### config.mk
export PLATFORM = sky130hd
export DESIGN_NAME = button_io_flat
export DESIGN_NICKNAME = d
export VERILOG_FILES = /design/src/rtl/button_io_if.sv /design/src/rtl/button_io.sv /design/src/flat_wrapper.sv
export SDC_FILE = /design/constraint.sdc
export NUM_CORES = 1
export LEC_CHECK = 0
export ABC_AREA = 1
export BUFFER_PORTS_ARGS = -buffer_cell sky130_fd_sc_hd__buf_2
export CELL_PAD_IN_SITES_DETAIL_PLACEMENT = 1
export CELL_PAD_IN_SITES_GLOBAL_PLACEMENT = 1
export CORE_AREA = 4 4 173 108
export DETAILED_ROUTE_END_ITERATION = 12
export DIE_AREA = 0 0 177 112
export PLACE_DENSITY = 0.86
export SLEW_MARGIN = 20
export SYNTH_ARGS = -nofsm -noshare
export SYNTH_HDL_FRONTEND = slang
export SYNTH_SLANG_ARGS = --single-unit
export TNS_END_PERCENT = 30
### constraint.sdc
create_clock -name clk -period 5 [get_ports clk]
set_input_delay 1 -clock clk [delete_from_list [all_inputs] [get_ports clk]]
set_output_delay 1 -clock clk [all_outputs]
set_load 0.005 [all_outputs]
### src/rtl/button_io_if.sv
// Core I/O bus as seen by the push-button peripheral.
//   bus_addr   core bus address (driven by master)
//   bus_wdata  core bus write data (driven by master)
//   bus_we     write strobe, one cycle per store (driven by master)
//   bus_rdata  read data for bus_addr (driven by slave)
interface button_io_if;
    logic [31:0] bus_addr;
    logic [31:0] bus_wdata;
    logic        bus_we;
    logic [31:0] bus_rdata;

    modport master (
        output bus_addr,
        output bus_wdata,
        output bus_we,
        input  bus_rdata
    );

    modport slave (
        input  bus_addr,
        input  bus_wdata,
        input  bus_we,
        output bus_rdata
    );
endinterface

### src/rtl/button_io.sv
// Memory-mapped push-button peripheral.
// Synchronises and debounces the raw button inputs, latches press events into a
// write-1-to-clear pending register, counts presses, and raises an interrupt while
// any press is pending.
//
// Register window (offsets from BASE_ADDR):
//   +0 LEVEL  RO    debounced button state
//   +4 PEND   RW1C  latched press events
//   +8 COUNT  RW    16-bit press counter, any write clears it
//
// Ports:
//   clk        system clock, rising edge
//   rst        synchronous reset, active low
//   btns       raw asynchronous button inputs, 1 = pressed
//   bus        core I/O bus (slave side); bus_rdata is 0 outside the window
//   btn_level  debounced button state
//   btn_irq    high while any pending bit is set
module button_io #(
    parameter logic [31:0] BASE_ADDR       = 32'h0001_0100,
    parameter int unsigned NBTN            = 5,
    parameter int unsigned DEBOUNCE_CYCLES = 1_000_000
) (
    input  logic            clk,
    input  logic            rst,
    input  logic [NBTN-1:0] btns,
    button_io_if.slave      bus,
    output logic [NBTN-1:0] btn_level,
    output logic            btn_irq
);

    localparam int unsigned      CNT_W   = $clog2(DEBOUNCE_CYCLES);
    localparam logic [CNT_W-1:0] CNT_MAX = CNT_W'(DEBOUNCE_CYCLES - 1);

    localparam logic [31:0] ADDR_LEVEL = BASE_ADDR;
    localparam logic [31:0] ADDR_PEND  = BASE_ADDR + 32'd4;
    localparam logic [31:0] ADDR_COUNT = BASE_ADDR + 32'd8;

    // Two-flop synchroniser; only sync2_q is used downstream.
    logic [NBTN-1:0]  sync1_q;
    logic [NBTN-1:0]  sync2_q;

    logic [NBTN-1:0]  stable_q;
    logic [NBTN-1:0]  stable_d;
    logic [CNT_W-1:0] cnt_q [NBTN];
    logic [CNT_W-1:0] cnt_d [NBTN];

    logic [NBTN-1:0]  pending_q;
    logic [NBTN-1:0]  pending_d;
    logic [15:0]      press_cnt_q;
    logic [15:0]      press_cnt_d;

    logic [NBTN-1:0]  rise;
    logic [15:0]      rise_cnt;
    logic [NBTN-1:0]  clr_mask;

    logic             sel_level;
    logic             sel_pend;
    logic             sel_count;
    logic             pend_we;
    logic             count_we;

    // ------------------------------------------------------------------
    // Address decode: full 32-bit compare, so misaligned offsets miss.
    // ------------------------------------------------------------------
    always_comb begin
        sel_level = (bus.bus_addr == ADDR_LEVEL);
        sel_pend  = (bus.bus_addr == ADDR_PEND);
        sel_count = (bus.bus_addr == ADDR_COUNT);
        pend_we   = bus.bus_we & sel_pend;
        count_we  = bus.bus_we & sel_count;
    end

    // ------------------------------------------------------------------
    // Debounce: each button has its own counter. A change on sync2_q is
    // accepted only after it has differed from stable_q for
    // DEBOUNCE_CYCLES consecutive cycles; any return to the stable value
    // restarts the count.
    // ------------------------------------------------------------------
    always_comb begin
        stable_d = stable_q;
        cnt_d    = cnt_q;
        for (int i = 0; i < int'(NBTN); i++) begin
            if (sync2_q[i] == stable_q[i]) begin
                cnt_d[i] = '0;
            end else if (cnt_q[i] == CNT_MAX) begin
                stable_d[i] = sync2_q[i];
                cnt_d[i]    = '0;
            end else begin
                cnt_d[i] = cnt_q[i] + CNT_W'(1);
            end
        end
    end

    // Press events fire on the edge where the debounced level goes 0->1.
    always_comb begin
        rise     = stable_d & ~stable_q;
        rise_cnt = '0;
        for (int i = 0; i < int'(NBTN); i++) begin
            rise_cnt = rise_cnt + 16'(rise[i]);
        end
    end

    // ------------------------------------------------------------------
    // Pending and press counter. A new press beats a same-cycle W1C of
    // that bit, and a same-cycle COUNT write leaves only this edge's
    // presses in the counter.
    // ------------------------------------------------------------------
    always_comb begin
        clr_mask    = pend_we ? bus.bus_wdata[NBTN-1:0] : '0;
        pending_d   = (pending_q & ~clr_mask) | rise;
        press_cnt_d = (count_we ? 16'h0000 : press_cnt_q) + rise_cnt;
    end

    // ------------------------------------------------------------------
    // State registers.
    // ------------------------------------------------------------------
    always_ff @(posedge clk) begin
        if (!rst) begin
            sync1_q     <= '0;
            sync2_q     <= '0;
            stable_q    <= '0;
            cnt_q       <= '{default: '0};
            pending_q   <= '0;
            press_cnt_q <= '0;
        end else begin
            sync1_q     <= btns;
            sync2_q     <= sync1_q;
            stable_q    <= stable_d;
            cnt_q       <= cnt_d;
            pending_q   <= pending_d;
            press_cnt_q <= press_cnt_d;
        end
    end

    // ------------------------------------------------------------------
    // Read mux: combinational, shows pre-edge register values.
    // ------------------------------------------------------------------
    always_comb begin
        bus.bus_rdata = '0;
        if (sel_level) begin
            bus.bus_rdata = 32'(stable_q);
        end else if (sel_pend) begin
            bus.bus_rdata = 32'(pending_q);
        end else if (sel_count) begin
            bus.bus_rdata = {16'h0000, press_cnt_q};
        end
    end

    assign btn_level = stable_q;
    assign btn_irq   = |pending_q;

endmodule

### src/flat_wrapper.sv
// flat-port wrapper written by rule: the top's interface ports become plain ports
module button_io_flat 
#(
    parameter logic [31:0] BASE_ADDR       = 32'h0001_0100,
    parameter int unsigned NBTN            = 5,
    parameter int unsigned DEBOUNCE_CYCLES = 1_000_000
)
  (clk, rst, btns, btn_level, btn_irq, bus_bus_addr, bus_bus_wdata, bus_bus_we, bus_bus_rdata);
  button_io_if bus_i ();
  input  logic clk;
  input  logic rst;
  input  logic [NBTN-1:0] btns;
  output logic [NBTN-1:0] btn_level;
  output logic btn_irq;
  input wire logic [$bits(bus_i.bus_addr)-1:0] bus_bus_addr;
  input wire logic [$bits(bus_i.bus_wdata)-1:0] bus_bus_wdata;
  input wire logic [$bits(bus_i.bus_we)-1:0] bus_bus_we;
  output wire logic [$bits(bus_i.bus_rdata)-1:0] bus_bus_rdata;
  assign bus_i.bus_addr = bus_bus_addr;
  assign bus_i.bus_wdata = bus_bus_wdata;
  assign bus_i.bus_we = bus_bus_we;
  assign bus_bus_rdata = bus_i.bus_rdata;
  button_io #(.BASE_ADDR(BASE_ADDR), .NBTN(NBTN), .DEBOUNCE_CYCLES(DEBOUNCE_CYCLES)) u_core (.clk(clk), .rst(rst), .btns(btns), .bus(bus_i), .btn_level(btn_level), .btn_irq(btn_irq));
endmodule
==> results.cfg <==
[run_status]
status = finished clean

[setup_path]
r2r_cells = 20
worst_path_max_delay_cell = fa_1
crit_buf_inv = 3
setup.worst_path.end_class = flip-flop
startpoint_type = flip-flop
max_stage_delay_ps = 590
crit_path_start = u_core.cnt_q[60]
rrSetupSlack_ps = 670
cp_top_family = simple AND/OR/NAND/NOR gates
r2r-end = u_core.press_cnt_q[8]
cp_common_cell = nand2_1
crit_chain = ha_1, nand2_1, nor4_1, nand4_1, nor2_1, ha_1, fa_1, fa_1, inv_1, fa_1, inv_1, nand2_1, nand2_1, nand3_1, nor2_1, inv_1, nor2_1, nand2_1, nand2_1, nor2_1
reg2reg_from = u_core.cnt_q[60]
path_class = reg2reg
required_ps = 5330
arrival_ps = 4660
worst-path-max-fanout = 4

[yosys]
syn-cell-area_um2 = 6880
syn_inst = 965
synth_seq_cells = 136
synth_common_cells = nand2_1 (168), inv_1 (154), nor2_1 (137)
async_flop_share = 0
seq_area_frac_synth = 0.396
synth_warnings = 0
synth_top_area_share = 0.396
synth.largest_area_cell = dfxtp_1
ys.flop_type = dfxtp_1
yosys-top-cells-area = dfxtp_1 (40%), nand2_1 (9.2%), inv_1 (8.4%)
synth_edf_count = 0
yosysUniqueCellTypes = 48
avgSynthCellArea_um2 = 7.13
synth_most_common_cell = nand2_1

[clock_network]
clkSlewWorstSetupHoldPaths_ps = 70
cts_tree = yes
htreeDepth = 4
cts_setup_buffers = 0
hold_buffers = 0
cts_buffer_depth = 2
cts_root_buffer = clkbuf_16
cts_buffers = 17
cts.sinks = 136
ctsResizeCount = 0
insertion_delay_ps = 430

[placement]
placed_cells = 1252
portBuffers = 66
postPlaceCellArea_um2 = 7370
dp_hpwl_um = 13400
place_congestion = 0.786

[global_routing]
grt_use_met1 = 0.258
grt_pass1_vias = 6514
grt_usage = 0.194
met2_usage = 0.320
grt_max_degree = 33
gr-total-overflow = 0
grt_pass1_wl_um = 31600
antenna_found_initial = 0
busiest_layer = met2
grtUsageMet3 = 0.0346

[worst_hold_path]
min_to = u_core.sync2_q[3]
hold_start = u_core.sync1_q[3]
holdCritPathClass = reg2reg
whs_path_depth = 2

[timing]
max_clock_freq_mhz = 231
min_period_ps = 4330
slew_violations = 0
skew_ps = 13.0
setup_viol = 0
rsz0062_at_grt = no
hold_viol = 0
tns_ps = 0
worst_pin_slew_ps = 632
slew_headroom = 0.577
post-route-period-util = 0.866

[cells_and_area]
n_antenna_cell = 0
final_cell_area_um2 = 7970
area_delta_synth_final_pct = 15.9
drive_above_1_share = 0.155
fin_nets = 1121
fin_cells = 1284

[routing]
firstDrtPassIters = 5
route.detailed.drc = 0
drt_iter0_markers = 290
vias = 6311
drt-total-wl_um = 18800
vias_per_cell = 4.92
ant_nets = 0
wire_per_inst_um = 14.7

[power]
vdd_ir_drop_max_mv = 0.247
p_per_area_nw_per_um2 = 305
p_leak_nw = 3.16
power_w = 0.00243

[die]
coreArea_um2 = 17000
rows = 37
die_w_um = 177
die_y_um = 112
initial_core_util = 0.405
dieArea_um2 = 19800
ioPinCount = 110

[flow_run]
cap_violations = 0
==> final cells by class <==
class	count	area, um2
fillers	2203	9020
multi-input cells	650	3400
flip-flops and latches	136	2720
inverters	165	619
clock buffers	19	453
repair buffers	67	338
well taps	234	293
clock inverters	13	144
==> flip-flops by register name (all words and copies together) (netlist names) <==
| signal | count |
|---|---|
| u_core.press_cnt_q | 16 |
| u_core.sync2_q | 5 |
| u_core.pending_q | 5 |
| u_core.cnt_q | 100 |
| u_core.sync1_q | 5 |
| u_core.btn_level | 5 |
==> worst max-delay path by stage <==
stage | slack, ps | end | cells past startpoint
after floorplan | 1120 | u_core.press_cnt_q[8] | 22
after global placement | 730 | u_core.press_cnt_q[8] | 22
after detailed placement | 620 | u_core.press_cnt_q[8] | 22
after CTS | 680 | u_core.press_cnt_q[8] | 20
after global routing | 220 | u_core.press_cnt_q[8] | 20
final | 670 | u_core.press_cnt_q[8] | 20
==> stage by stage <==
| step | hold WS [ps] | worst slack [ps] | utilization |
|---|---|---|---|
| 5_1_grt | 456 | 216 | 0.469 |
| 3_3_place_gp | 394 | 734 | 0.434 |
| 4_1_cts | 421 | 675 | 0.469 |
| 6_report | 419 | 668 | 0.469 |
| 3_5_place_dp | 401 | 622 | 0.434 |
| 2_1_floorplan | 390 | 1120 | - |
==> metal layers <==
metal  part of all wire  wire length (um)
met3              0.024               455
met2               0.48              9000
met4              0.016               301
met1               0.48              9070
met5                  0                 0
==> layout by cell type, fill, tap and decap left out, drive strengths merged <==
cell type  netlist  layout
a211oi           2       2
a21o             1       1
a21oi           68      68
a221oi           1       1
a22oi            4       4
a31o             1       1
a31oi            6       6
and2             1       1
and3             2       2
buf             24      67
bufinv           0       2
clkbuf           5      19
clkinv           1       4
clkinvlp         0       4
conb             1      16
dfxtp          136     136
fa               3       3
ha               9       9
inv            164     168
nand2          170     170
nand3           62      62
nand3b           1       1
nand4           18      18
nor2           158     158
nor3            42      42
nor3b            9       9
nor4            10      10
o21a             8       8
o21ai           28      28
o21bai           1       1
o31ai            1       1
or2              3       3
or3              1       1
xnor2            7       7
xor2            17      17
==> worst reg2reg max path, cell delays in order (launching register included) <==
cell and delay, ps:
dfxtp_1 350, ha_1 190, nand2_1 120, nor4_1 480, nand4_1 240, nor2_1 210, ha_1 280, fa_1 590
fa_1 210, inv_1 60, fa_1 360, inv_1 120, nand2_1 70, nand2_1 60, nand3_1 130, nor2_1 270
inv_1 120, nor2_1 190, nand2_1 80, nand2_1 60, nor2_1 50
==> report_power, final <==
part	internal [W]	leakage, nW	switching (W)	total (W)
clock	0.000766	0.283	0.000519	0.00128
sequential	0.00109	1.10	0.00000295	0.00109
combinational	0.0000213	1.78	0.0000365	0.0000578
total	0.00188	3.16	0.000558	0.00243
==> logic make-up (layout without fill, tap and decap cells) <==
family	count (synthesis)	in the layout	synth area share
adder cells (fa/ha/maj)	12	12	0.0251
buffers and inverters	194	264	0.118
AO/OA/AOI/OAI	121	121	0.0971
XOR/XNOR	24	24	0.0306
other	1	16	0.000545
flip-flops	136	136	0.396
AND/OR/NAND/NOR	477	477	0.333
Power figures use the tool's default switching activity.
